===== config.mk =====
export PLATFORM = sky130hd
export DESIGN_NAME = cnn_inference_sequencer
export DESIGN_NICKNAME = d
export VERILOG_FILES = /design/src/rtl/cnn_inference_sequencer.sv
export SDC_FILE = /design/constraint.sdc
export NUM_CORES = 1
export LEC_CHECK = 0
export ABC_AREA = 1
export CORE_MARGIN = 4
export CORE_UTILIZATION = 48
export DETAILED_ROUTE_END_ITERATION = 12
export PLACE_DENSITY = 0.76
export REMOVE_ABC_BUFFERS = 1
export SLEW_MARGIN = 20
export SYNTH_ARGS = -nofsm -noshare
export SYNTH_HDL_FRONTEND = slang
export SYNTH_SLANG_ARGS = --single-unit

===== constraint.sdc =====
create_clock -name clk -period 2 [get_ports clk]
set_input_delay 0.3 -clock clk [delete_from_list [all_inputs] [get_ports clk]]
set_output_delay 0.3 -clock clk [all_outputs]
set_load 0.05 [all_outputs]

===== src/rtl/cnn_inference_sequencer.sv =====
// Launches the engine, streams NUM_CLASSES scores through a signed argmax; done = eng_done + NUM_CLASSES + 3 cycles, start ignored while busy.
// Optional CNN_SEQ_MARGIN_EN adds a top1-top2 margin output tracked alongside the argmax.
module cnn_inference_sequencer #(
   parameter int NUM_CLASSES = 9,
   parameter int DATA_W      = 32,
   parameter int IDX_W       = 5,
   parameter int CLS_W       = 4,
   parameter int TIMEOUT_CYC = 4096
) (
   input  logic              clk,
   input  logic              resetn,
   input  logic              start,
   input  logic [IDX_W-1:0]  image_index,
   output logic              busy,
   output logic              done,
   output logic              timeout,
   output logic [CLS_W-1:0]  predicted_class,
   output logic [DATA_W-1:0] max_score,
`ifdef CNN_SEQ_MARGIN_EN
   output logic [DATA_W:0]   margin,
`endif
   output logic              eng_start,
   output logic [IDX_W-1:0]  eng_image_index,
   input  logic              eng_done,
   output logic [CLS_W-1:0]  eng_rd_addr,
   input  logic [DATA_W-1:0] eng_rd_data
);

   localparam int CNT_W = $clog2(TIMEOUT_CYC + 1);
   localparam logic [CLS_W-1:0] LAST_ADDR = CLS_W'(NUM_CLASSES - 1);
   localparam logic [CNT_W-1:0] LAST_CNT  = CNT_W'(TIMEOUT_CYC - 1);

   typedef enum logic [2:0] {
      S_IDLE, S_LAUNCH, S_WAIT, S_READ, S_DRAIN, S_FINISH
   } state_t;

   state_t                    state_q, state_d;
   logic [IDX_W-1:0]          img_q, img_d;
   logic [CNT_W-1:0]          cnt_q, cnt_d;
   logic                      to_q, to_d;
   logic [CLS_W-1:0]          addr_q, addr_d;
   logic                      rd_vld_q, rd_vld_d;
   logic [CLS_W-1:0]          rd_idx_q, rd_idx_d;
   logic [CLS_W-1:0]          best_idx_q, best_idx_d;
   logic signed [DATA_W-1:0]  best_val_q, best_val_d;
   logic                      done_q, done_d;
   logic                      timeout_q, timeout_d;
   logic [CLS_W-1:0]          pred_q, pred_d;
   logic [DATA_W-1:0]         max_q, max_d;
   logic signed [DATA_W-1:0]  score;
`ifdef CNN_SEQ_MARGIN_EN
   logic signed [DATA_W-1:0]  sec_val_q, sec_val_d;
   logic [DATA_W:0]           margin_q, margin_d;
`endif

   assign score = $signed(eng_rd_data);

   always_comb begin
      state_d   = state_q;
      img_d     = img_q;
      cnt_d     = cnt_q;
      to_d      = to_q;
      addr_d    = '0;
      done_d    = 1'b0;
      timeout_d = timeout_q;
      pred_d    = pred_q;
      max_d     = max_q;
`ifdef CNN_SEQ_MARGIN_EN
      margin_d  = margin_q;
`endif
      case (state_q)
         S_IDLE: begin
            if (start) begin
               img_d   = image_index;
               state_d = S_LAUNCH;
            end
         end
         S_LAUNCH: begin
            cnt_d   = '0;
            to_d    = 1'b0;
            state_d = S_WAIT;
         end
         S_WAIT: begin
            cnt_d = cnt_q + CNT_W'(1);
            // eng_done has priority over a coincident timeout
            if (eng_done) begin
               state_d = S_READ;
            end else if (cnt_q == LAST_CNT) begin
               to_d    = 1'b1;
               state_d = S_FINISH;
            end
         end
         S_READ: begin
            if (addr_q == LAST_ADDR) begin
               state_d = S_DRAIN;
            end else begin
               addr_d = addr_q + CLS_W'(1);
            end
         end
         S_DRAIN: begin
            state_d = S_FINISH;
         end
         S_FINISH: begin
            done_d    = 1'b1;
            timeout_d = to_q;
            pred_d    = to_q ? '0 : best_idx_q;
            max_d     = to_q ? '0 : best_val_q;
`ifdef CNN_SEQ_MARGIN_EN
            margin_d  = to_q ? '0 : ({best_val_q[DATA_W-1], best_val_q} -
                                     {sec_val_q[DATA_W-1], sec_val_q});
`endif
            state_d   = S_IDLE;
         end
         default: state_d = S_IDLE;
      endcase
   end

   // Argmax stage: sees the score for the address issued one cycle earlier
   always_comb begin
      rd_vld_d   = (state_q == S_READ);
      rd_idx_d   = addr_q;
      best_idx_d = best_idx_q;
      best_val_d = best_val_q;
`ifdef CNN_SEQ_MARGIN_EN
      sec_val_d  = sec_val_q;
`endif
      if (rd_vld_q) begin
         if (rd_idx_q == '0) begin
            best_idx_d = '0;
            best_val_d = score;
         end else if (score > best_val_q) begin
            best_idx_d = rd_idx_q;
            best_val_d = score;
`ifdef CNN_SEQ_MARGIN_EN
            sec_val_d  = best_val_q;
`endif
         end
`ifdef CNN_SEQ_MARGIN_EN
         else if ((rd_idx_q == CLS_W'(1)) || (score > sec_val_q)) begin
            sec_val_d = score;
         end
`endif
      end
   end

   always_ff @(posedge clk or negedge resetn) begin
      if (!resetn) begin
         state_q    <= S_IDLE;
         img_q      <= '0;
         cnt_q      <= '0;
         to_q       <= 1'b0;
         addr_q     <= '0;
         rd_vld_q   <= 1'b0;
         rd_idx_q   <= '0;
         best_idx_q <= '0;
         best_val_q <= '0;
         done_q     <= 1'b0;
         timeout_q  <= 1'b0;
         pred_q     <= '0;
         max_q      <= '0;
`ifdef CNN_SEQ_MARGIN_EN
         sec_val_q  <= '0;
         margin_q   <= '0;
`endif
      end else begin
         state_q    <= state_d;
         img_q      <= img_d;
         cnt_q      <= cnt_d;
         to_q       <= to_d;
         addr_q     <= addr_d;
         rd_vld_q   <= rd_vld_d;
         rd_idx_q   <= rd_idx_d;
         best_idx_q <= best_idx_d;
         best_val_q <= best_val_d;
         done_q     <= done_d;
         timeout_q  <= timeout_d;
         pred_q     <= pred_d;
         max_q      <= max_d;
`ifdef CNN_SEQ_MARGIN_EN
         sec_val_q  <= sec_val_d;
         margin_q   <= margin_d;
`endif
      end
   end

   assign busy            = (state_q != S_IDLE);
   assign eng_start       = (state_q == S_LAUNCH);
   assign eng_image_index = img_q;
   assign eng_rd_addr     = addr_q;
   assign done            = done_q;
   assign timeout         = timeout_q;
   assign predicted_class = pred_q;
   assign max_score       = max_q;
`ifdef CNN_SEQ_MARGIN_EN
   assign margin          = margin_q;
`endif

endmodule


==> flow_summary_export.csv, run 1 <==
group,metric,value,unit
power,p_per_area,1622,nW/um^2
critical_path,rrSetupSlack,-130,ps
cts,tritoncts,"done",
critical_path,regToRegStartpoint,"best_val_q[23]",
cts,root_buffer,"clkbuf_8",
floorplanning,start_util,49.55,%
status,status,"finished with violations",
logic_synthesis,avgSynthCellArea,9.119,sq um
routing,drc,0,
job,maxCapViolations,0,
floorplanning,die_y,111.7,microns
floorplanning,dieArea,12480,sq um
global_route,grt_max_degree,57,
critical_path,cp_data_arrival_time,2390,ps
floorplanning,die_w,111.7,microns
layout,areaGrowthSynthToFinish,37.28,%
routing,drt_iter0_markers,196,
global_route,grt_overflow,0,
critical_path,crit_type,"reg -> reg",
sta,period_minus_slack,2127,ps
logic_synthesis,synthFlopType,"dfrtp_1",
placed_design,dpl_cell_area,6370,sq um
critical_path,startpoint_type,"flop",
routing,drt-wirelength-per-cell,15.30,microns
critical_path,timing.rr.end,"best_val_q[6]",
placed_design,io_buffers,89,
logic_synthesis,yosysWarningCount,0,
cts,clock_latency,370,ps
sta,final.setup_skew,17.66,ps
sta,period_share,106.4,%
cts,cts_made_buffers,9,
logic_synthesis,synth_seq_area_share,50.91,%
routing,vias_per_cell,5.258,
power,p_leak,3.479,nW
logic_synthesis,synth-edff-count,0,
critical_path,crit_fanout,7,
critical_path,worstSetupEndpoint,"best_val_q[6]",
sta,hold_ws,257.9,ps
critical_path,ff2ff_path_depth,14,
layout,multi_input_area,2447,sq um
layout,final_layout_size_suffix_gt1_share,26.06,%
global_route,grt_usage,20.61,%
sta,max_freq,470.1,MHz
logic_synthesis,syn-instance-count,566,
global_route,grt_pass1_vias,4638,
routing,antenna_left,0,
sta,tns,-3503,ps
placed_design,place.gp.congestion,0.8199,
hold_path,hold_depth,3,
sta,tightest_slew,525.3,ps
logic_synthesis,yosysUniqueCellTypes,41,
layout,fin_nets,781,
logic_synthesis,netlist_area,5161,sq um
hold_path,hold_path_class,"in -> reg",
routing,vias,4448,
sta,rsz0062_at_grt,"yes",
critical_path,cp.required,2260,ps
routing,finalWirelength,12.94,mm
critical_path,startpoint,"best_val_q[23]",
logic_synthesis,async_flop_share,100.0,%
global_route,grt_pass1_wl,21.25,mm
floorplanning,fp-row-count,37,
cts,clock_sinks,105,
logic_synthesis,ys_ff_latch,105,
layout,fin_area,7086,sq um
sta,slew-limit-headroom,64.87,%
global_route,antenna_found_initial,0,
sta,drv_slew,0,
cts,max-clock-path-buffers,2,
status,violations,"setup timing",
cts,clkTransAtPathRegs,110,ps
power,ir_worst_vdd,0.8901,mV
sta,setup_slack,-127.3,ps
layout,diodes,0,
sta,hold_viol_final,0,
floorplanning,io_pins,90,
floorplanning,core-area,10420,sq um
routing,first_pass_iters,4,
cts,h-tree-depth,3,
placed_design,dpl.hpwl,8.436,mm
layout,fillers,789,
critical_path,end_kind,"flop",
layout,seq_area,2628,sq um
sta,finalSetupViolations,36,
[power breakdown]
part           internal [mW]  switching [mW]  leakage (nW)
sequential              2.94           0.549          1.36
combinational           2.66            4.03          2.03
clock                  0.584           0.731        0.0929
total                   6.19            5.31          3.48
[area by class of cell]
cell class | count | area share, %
timing repair buffer | 145 | 19.67
sequential | 105 | 37.08
inverter | 67 | 3.549
multi-input combinational | 377 | 34.54
clock inverter | 6 | 0.9536
tap | 136 | 2.402
clock buffer | 10 | 1.801
[cell families after synthesis]
family,count (synthesis),synth area share [%]
DFF,105,50.91
buffers and inverters,84,7.345
xor gates and xnor gates,1,0.1697
muxes,6,1.285
AOI/OAI and AO/OA,85,9.285
adders and majority gates,35,8.485
and+or+nand+nor,250,22.52
[sequential cells by signal, summed over array words and instances (netlist names)]
register / flops
best_idx_q: 4
best_val_q: 32
cnt_q: 13
done: 1
eng_image_index: 5
eng_rd_addr: 4
max_score: 32
predicted_class: 4
rd_idx_q: 4
rd_vld_q: 1
state_q: 3
timeout: 1
to_q: 1
[worst min-delay path by stage]
stage                          startpoint        endpoint  slack, ps
final                     eng_rd_data[17]  best_val_q[17]        260
after global routing      eng_rd_data[17]  best_val_q[17]        250
after CTS                          resetn   best_val_q[9]        370
after detailed placement           resetn   best_val_q[9]        240
after global placement             resetn    max_score[9]        230
after floorplan                    resetn   best_idx_q[0]          4
[synthesized netlist by cell type (4+ instances only)]
master	n	area (sq um)
ha_1	35	437.9
dfrtp_1	105	2628
a21oi_1	20	100.1
nand3_1	44	220.2
inv_1	65	244.0
clkbuf_1	7	26.28
nor2_1	21	78.83
nand4_1	4	25.02
nand2_2	31	193.9
o21ai_0	45	225.2
buf_4	4	30.03
a22o_1	5	43.79
nand2_1	133	499.2
nor2_2	4	25.02
mux2_2	5	56.30
[worst max-delay path, cell delays in order, from the launching register on]
cell,delay [ps]
dfrtp_1,370
inv_1,60
ha_1,320
a21oi_1,170
o21a_1,160
nand2_2,60
a21oi_2,160
nand2_1,70
nand2_1,70
nand3_2,80
nand2_4,120
nand2_8,90
buf_8,160
nand2_2,60
nand2_1,60
[metal layers]
metal / wire length (microns) / track usage, %
met5: 0 / 0
met1: 5347 / 25.04
met4: 208 / 5.191
met3: 745 / 5.543
met2: 6641 / 36.37
[timing repair]
item / in CTS / in global routing
gates cloned: 0 / 1
hold buffers: 1 / 0
resized for setup: 46 / 41
hold endpoints to repair: 25 / 0
endpoints found under the setup margin: 37 / 43
pin swaps: 21 / 18
setup buffers: 17 / 8
[cells in the final DEF, fill, tap and decap left out, drive strengths merged, types with 2 or more instances in the layout]
cell           count
nand2            166
dfrtp            105
clkdlybuf4s50     76
inv               67
buf               56
o21ai             46
nand3             45
ha                35
nor2              26
a21oi             21
clkbuf            12
dlygate4sd2        7
a22o               5
mux2               5
nand4              5
nor3               4
o21a               3
dlymetal6s2s       3
clkinv             3
o211ai             2
a21o               2
o22ai              2
clkinvlp           2
nor4               2
[stage by stage]
stage          total power [mW]  instances  worst slack, ps  utilization [%]
2_1_floorplan             7.089        549           -243.8                -
3_3_place_gp              9.003        803           -443.3            61.15
3_5_place_dp              9.209        803           -496.8            61.15
4_1_cts                   11.02        837           -71.74            66.01
5_1_grt                   12.27        846           -280.3            68.02
6_report                  11.50        846           -127.3            68.02
Power figures use the tool's default switching activity.
==> run 2, diff against run 1 <==
--- a/config.mk
+++ b/config.mk
@@ -6,7 +6,7 @@
 export NUM_CORES = 1
 export LEC_CHECK = 0
 export ABC_AREA = 1
-export CORE_MARGIN = 4
+export CORE_MARGIN = 2
 export CORE_UTILIZATION = 48
 export DETAILED_ROUTE_END_ITERATION = 12
 export PLACE_DENSITY = 0.76
==> run 2 against run 1 <==
  * The flow still finishes with violations (setup timing)
  * Non-clock buffer count increased by 11
  * Hold slack improved by 46 ps
  * Global-route usage increased by 4.2 points
  * First-iteration DRC count increased by 98%
  * Total power increased by 6.1%
  * Clock power increased by 5%
  * Setup slack got worse by 150 ps
==> flow_summary_export.csv, run 2 (synthesis results as in run 1) <==
group,metric,value,unit
sta,period_share,114.0,%
cts,clock_latency,390,ps
sta,rsz0062_at_grt,"yes",
cts,tritoncts,"done",
critical_path,cp.required,2280,ps
routing,vias,4758,
global_route,grt_max_degree,39,
layout,mostFrequentLayoutCell,"nand2_1",
routing,first_pass_iters,5,
floorplanning,fp-row-count,37,
layout,fillers,700,
placed_design,place_inst,809,
floorplanning,dieArea,11600,sq um
critical_path,regToRegStartpoint,"best_val_q[9]",
hold_path,worstHoldStart,"eng_rd_data[1]",
layout,areaGrowthSynthToFinish,43.25,%
floorplanning,start_util,49.77,%
cts,clkTransAtPathRegs,110,ps
layout,diodes,0,
placed_design,dpl.hpwl,8.372,mm
cts,root_buffer,"clkbuf_8",
sta,period_minus_slack,2281,ps
power,p_seq_share,29.4,%
hold_path,hold_path_class,"in -> reg",
status,violations,"setup timing",
power,p_int,6.389,mW
critical_path,startpoint_type,"flop",
power,finalPower,12.20,mW
sta,finalSetupViolations,36,
floorplanning,die_y,107.7,microns
sta,hold_viol_final,0,
floorplanning,io_pins,90,
job,maxCapViolations,0,
global_route,grt_pass1_vias,4670,
layout,final_layout_size_suffix_gt1_share,29.49,%
routing,drt_iter0_markers,389,
cts,clock_sinks,105,
cts,cts_made_buffers,9,
critical_path,cp_data_arrival_time,2560,ps
cts,max-clock-path-buffers,2,
power,p_switching,5.814,mW
floorplanning,die_w,107.7,microns
sta,max_freq,438.5,MHz
floorplanning,core-area,10370,sq um
power,p_per_area,1650,nW/um^2
global_route,grt_pass1_wl,22.38,mm
placed_design,io_buffers,89,
routing,drt-wirelength-per-cell,17.40,microns
routing,drc,0,
sta,drv_slew,0,
power,p_leak,3.575,nW
power,ir_worst_vdd,0.8711,mV
power,pwr-share-comb,59.2,%
critical_path,end_kind,"flop",
sta,tightest_slew,851.3,ps
power,sw_frac_of_total,47.64,%
critical_path,crit_type,"reg -> reg",
sta,final.setup_skew,18.00,ps
global_route,antenna_found_initial,0,
sta,setup_slack,-280.5,ps
layout,fin_nets,800,
cts,h-tree-depth,3,
layout,fin_cells,865,
sta,slew-limit-headroom,43.24,%
global_route,grt_usage,24.82,%
critical_path,crit_fanout,6,
status,status,"finished with violations",
layout,mostFrequentLayoutCells,"nand2_1, dfrtp_1, clkdlybuf4s50_1",
routing,finalWirelength,15.05,mm
global_route,grt_overflow,0,
critical_path,startpoint,"best_val_q[9]",
power,p_clk_share,11.3,%
routing,vias_per_cell,5.501,
placed_design,place.gp.congestion,0.8081,
routing,antenna_left,0,
==> run 2: per-stage QoR <==
step | utilization (%) | instance area, sq um | TNS, ps | worst slack (ps) | hold WS (ps)
final | 71.30 | 7393 | -7730 | -280.5 | 304.4
after global routing | 71.30 | 7393 | -10520 | -338.4 | 322.8
after CTS | 68.48 | 7102 | -3065 | -106.5 | 355.4
after detailed placement | 61.86 | 6415 | -19460 | -561.5 | 290.2
after global placement | 61.86 | 6415 | -18090 | -510.4 | 290.4
after floorplan | - | 5034 | -4083 | -243.8 | 4.409
==> run 2: area by class of cell <==
type	count	area, sq um	area share [%]
clock buffer	10	127.6	1.726
inverter	67	255.2	3.452
multi-input combinational	384	2626	35.52
sequential	105	2629	35.56
tap	136	170.2	2.302
timing repair inverter	1	7.507	0.1015
clock inverter	6	75.07	1.015
timing repair buffer	156	1503	20.32
==> run 2: metal layers <==
layer  routed length (microns)  GRT usage [%]
met3                      1177          4.964
met4                       683          12.00
met2                      7458          42.00
met1                      5728          30.26
met5                         0              0
==> run 2: timing repair <==
item | in CTS | in global routing
setup endpoints to repair | 37 | 68
pin swaps | 23 | 25
buffers inserted | 19 | 11
gates cloned | 7 | 2
hold buffers | 1 | 0
endpoints found under the hold margin | 33 | 0
gates resized for setup | 52 | 51
==> run 2: worst paths after layout <==
| kind | endpoint | slack (ps) | depth (start not counted) |
|---|---|---|---|
| worst max register to register | best_val_q[8] | -280 | 17 |
| worst min register to register | rd_idx_q[3] | 410 | 0 |
| max in group asynchronous | rd_vld_q | 990 | 3 |
| worst min-delay path | best_val_q[1] | 300 | 3 |
| worst max-delay path | best_val_q[8] | -280 | 17 |
| min in group asynchronous | max_score[12] | 410 | 2 |
==> run 2: worst max-delay path, cell delays in order, from the launching register on <==
cell and delay, ps:
dfrtp_1 420, inv_2 80, ha_4 200, nand2_2 70, nand2_2 60, nand3_2 80, nand2_2 80, a21oi_2 190
nand2_1 90, nand2_2 90, nand2_2 80, nand2_4 80, nand3_4 110, nand2_8 150, buf_12 140, nand2_8 80
nand2_4 110, nand2_2 50
==> run 2: power by group through the flow <==
stage,combinational [mW],sequential (mW),clock (mW)
final,7.23,3.59,1.38
after global routing,7.71,3.68,1.48
after CTS,6.46,3.54,1.40
after detailed placement,5.59,3.53,0
after global placement,5.43,3.49,0
after floorplan,2.22,4.87,0
==> run 3, diff against run 2 <==
--- a/config.mk
+++ b/config.mk
@@ -11,7 +11,7 @@
 export DETAILED_ROUTE_END_ITERATION = 12
 export PLACE_DENSITY = 0.76
 export REMOVE_ABC_BUFFERS = 1
-export SLEW_MARGIN = 20
+export SKIP_CTS_REPAIR_TIMING = 1
 export SYNTH_ARGS = -nofsm -noshare
 export SYNTH_HDL_FRONTEND = slang
 export SYNTH_SLANG_ARGS = --single-unit
==> run 3 against run 2 <==
  * Sequential share of layout area grew 0.58 points
  * The run still ends with setup timing left
  * Clock power is essentially flat
  * Critical path type unchanged
  * Die area is the same
  * Clock skew grew 0.68 ps
  * Wire length shrank 5.4%
  * Largest cell class unchanged
==> flow_summary_export.csv, run 3 (synthesis results as in run 1) <==
group,metric,value,unit
status,status,"finished with violations",
status,violations,"setup timing",
power,p_leak,3.509,nW
power,ir_worst_vdd,0.8333,mV
power,p_int,6.172,mW
critical_path,cp.required,2320,ps
sta,period_minus_slack,2254,ps
sta,slew-limit-headroom,9.881,%
cts,max-clock-path-buffers,2,
floorplanning,start_util,49.77,%
routing,first_pass_iters,6,
sta,rsz0062_at_grt,"yes",
sta,tightest_slew,1352,ps
sta,period_share,112.7,%
cts,clock_sinks,105,
power,sw_frac_of_total,47.63,%
critical_path,cp_cell_sequence,"inv_2 > ha_4 > nand2_1 > nand2_1 > nand2_1 > nand2_1 > nand2_1 > nand2_2 > a21oi_2 > nand2_1 > nand2_2 > nand3_4 > nand2_8 > clkbuf_16 > nand3_1 > nand2_1",
power,p_clk_share,11.7,%
placed_design,dp_slack,-561.5,ps
sta,drv_slew,0,
power,p_seq_share,30.4,%
critical_path,startpoint_type,"flop",
sta,finalSetupViolations,36,
global_route,grt_max_degree,39,
global_route,grt_usage,21.16,%
placed_design,place.gp.congestion,0.8081,
floorplanning,fp-row-count,37,
hold_path,worstHoldStart,"eng_rd_data[7]",
placed_design,dpl.hpwl,8.372,mm
routing,drc,0,
floorplanning,die_y,107.7,microns
sta,setup_slack,-254.1,ps
floorplanning,die_w,107.7,microns
power,p_switching,5.613,mW
placed_design,io_buffers,89,
critical_path,rrSetupSlack,-250,ps
routing,vias_per_cell,5.389,
global_route,antenna_found_initial,0,
routing,drt_iter0_markers,280,
routing,finalWirelength,14.24,mm
sta,hold_viol_final,0,
critical_path,timing.rr.end,"best_val_q[31]",
cts,cts_made_buffers,9,
global_route,grt_overflow,0,
sta,max_freq,443.6,MHz
critical_path,slowest_stage,"dfrtp_1",
cts,h-tree-depth,3,
cts,clock_latency,380,ps
cts,tritoncts,"done",
layout,fin_cells,851,
layout,fin_nets,786,
critical_path,crit_path_max_incr_delay,420,ps
routing,vias,4586,
floorplanning,io_pins,90,
critical_path,crit_fanout,6,
hold_path,hold_depth,3,
power,p_per_area,1621,nW/um^2
floorplanning,core-area,10370,sq um
layout,mostFrequentLayoutCells,"nand2_1, dfrtp_1, clkdlybuf4s50_1",
cts,root_buffer,"clkbuf_8",
layout,areaGrowthSynthToFinish,40.90,%
critical_path,crit_type,"reg -> reg",
job,maxCapViolations,0,
global_route,grt_pass1_vias,4200,
critical_path,end_kind,"flop",
power,finalPower,11.79,mW
layout,diodes,0,
critical_path,crit_top_cell,"nand2_1",
cts,clkTransAtPathRegs,100,ps
sta,final.setup_skew,18.68,ps
placed_design,place_inst,809,
routing,antenna_left,0,
critical_path,regToRegStartpoint,"best_val_q[17]",
critical_path,cp_data_arrival_time,2570,ps
critical_path,ff2ff_path_depth,16,
routing,drt-wirelength-per-cell,16.73,microns
power,pwr-share-comb,58.0,%
hold_path,hold_path_class,"in -> reg",
global_route,grt_pass1_wl,19.38,mm
layout,final_layout_size_suffix_gt1_share,27.13,%
hold_path,whs_endpoint,"best_val_q[7]",
floorplanning,dieArea,11600,sq um
layout,mostFrequentLayoutCell,"nand2_1",
-- run 3: cell count changes in the layout (fill, tap and decap cells not counted), moves of 4 or more --
cell	delta
buf_4	-11
nand3_1	-9
nand3_2	+9
dlygate4sd2_1	-7
nand2_1	+6
clkdlybuf4s50_1	+5
nand2_4	-5
nand2_2	-4
-- run 3: worst max-delay path by stage --
stage / from / endpoint
after floorplan: state_q[0] / cnt_q[5]
after global placement: eng_rd_data[5] / best_val_q[5]
after detailed placement: eng_rd_data[13] / best_val_q[1]
after CTS: best_val_q[29] / best_val_q[3]
after global routing: best_val_q[4] / best_val_q[28]
final: best_val_q[17] / best_val_q[31]
-- run 3: power by group through the flow --
stage	clock, mW	combinational (mW)	sequential, mW
2_1_floorplan	0	2.22	4.87
3_3_place_gp	0	5.43	3.49
3_5_place_dp	0	5.59	3.53
4_1_cts	1.40	5.61	3.50
5_1_grt	1.49	7.31	3.66
6_report	1.37	6.83	3.58
-- run 3: layout make-up --
| class | count | area [sq um] |
|---|---|---|
| Clock buffer | 10 | 127.6 |
| Clock inverter | 6 | 75.07 |
| Fill cell | 730 | 3098 |
| Inverter | 67 | 255.2 |
| Multi-Input combinational cell | 382 | 2592 |
| Sequential cell | 105 | 2628 |
| Tap cell | 136 | 170.2 |
| Timing Repair Buffer | 144 | 1416 |
| Timing Repair inverter | 1 | 7.507 |
-- run 3: layer usage --
layer | global-route usage [%] | wire length [microns]
met2 | 35.13 | 7080
met3 | 4.116 | 996
met5 | 0 | 0
met1 | 27.36 | 5740
met4 | 8.150 | 420
-- run 3: stage by stage --
step | hold slack (ps) | setup TNS (ps) | area (sq um) | util [%]
floorplan | 4.409 | -4083 | 5034 | -
global placement | 290.4 | -18090 | 6415 | 61.86
detailed placement | 290.2 | -19460 | 6415 | 61.86
CTS | -132.1 | -7776 | 6618 | 63.82
global route | 257.0 | -12820 | 7272 | 70.13
finish | 258.9 | -7938 | 7272 | 70.13
-- run 3: worst max-delay path, delay by kind of cell (launching register included) --
family / cells / cell delay, ps
AOI/OAI and AO/OA: 1 / 200
adders and majority gates: 1 / 200
buffers and inverters: 2 / 270
DFF: 1 / 420
and+or+nand+nor: 12 / 1090
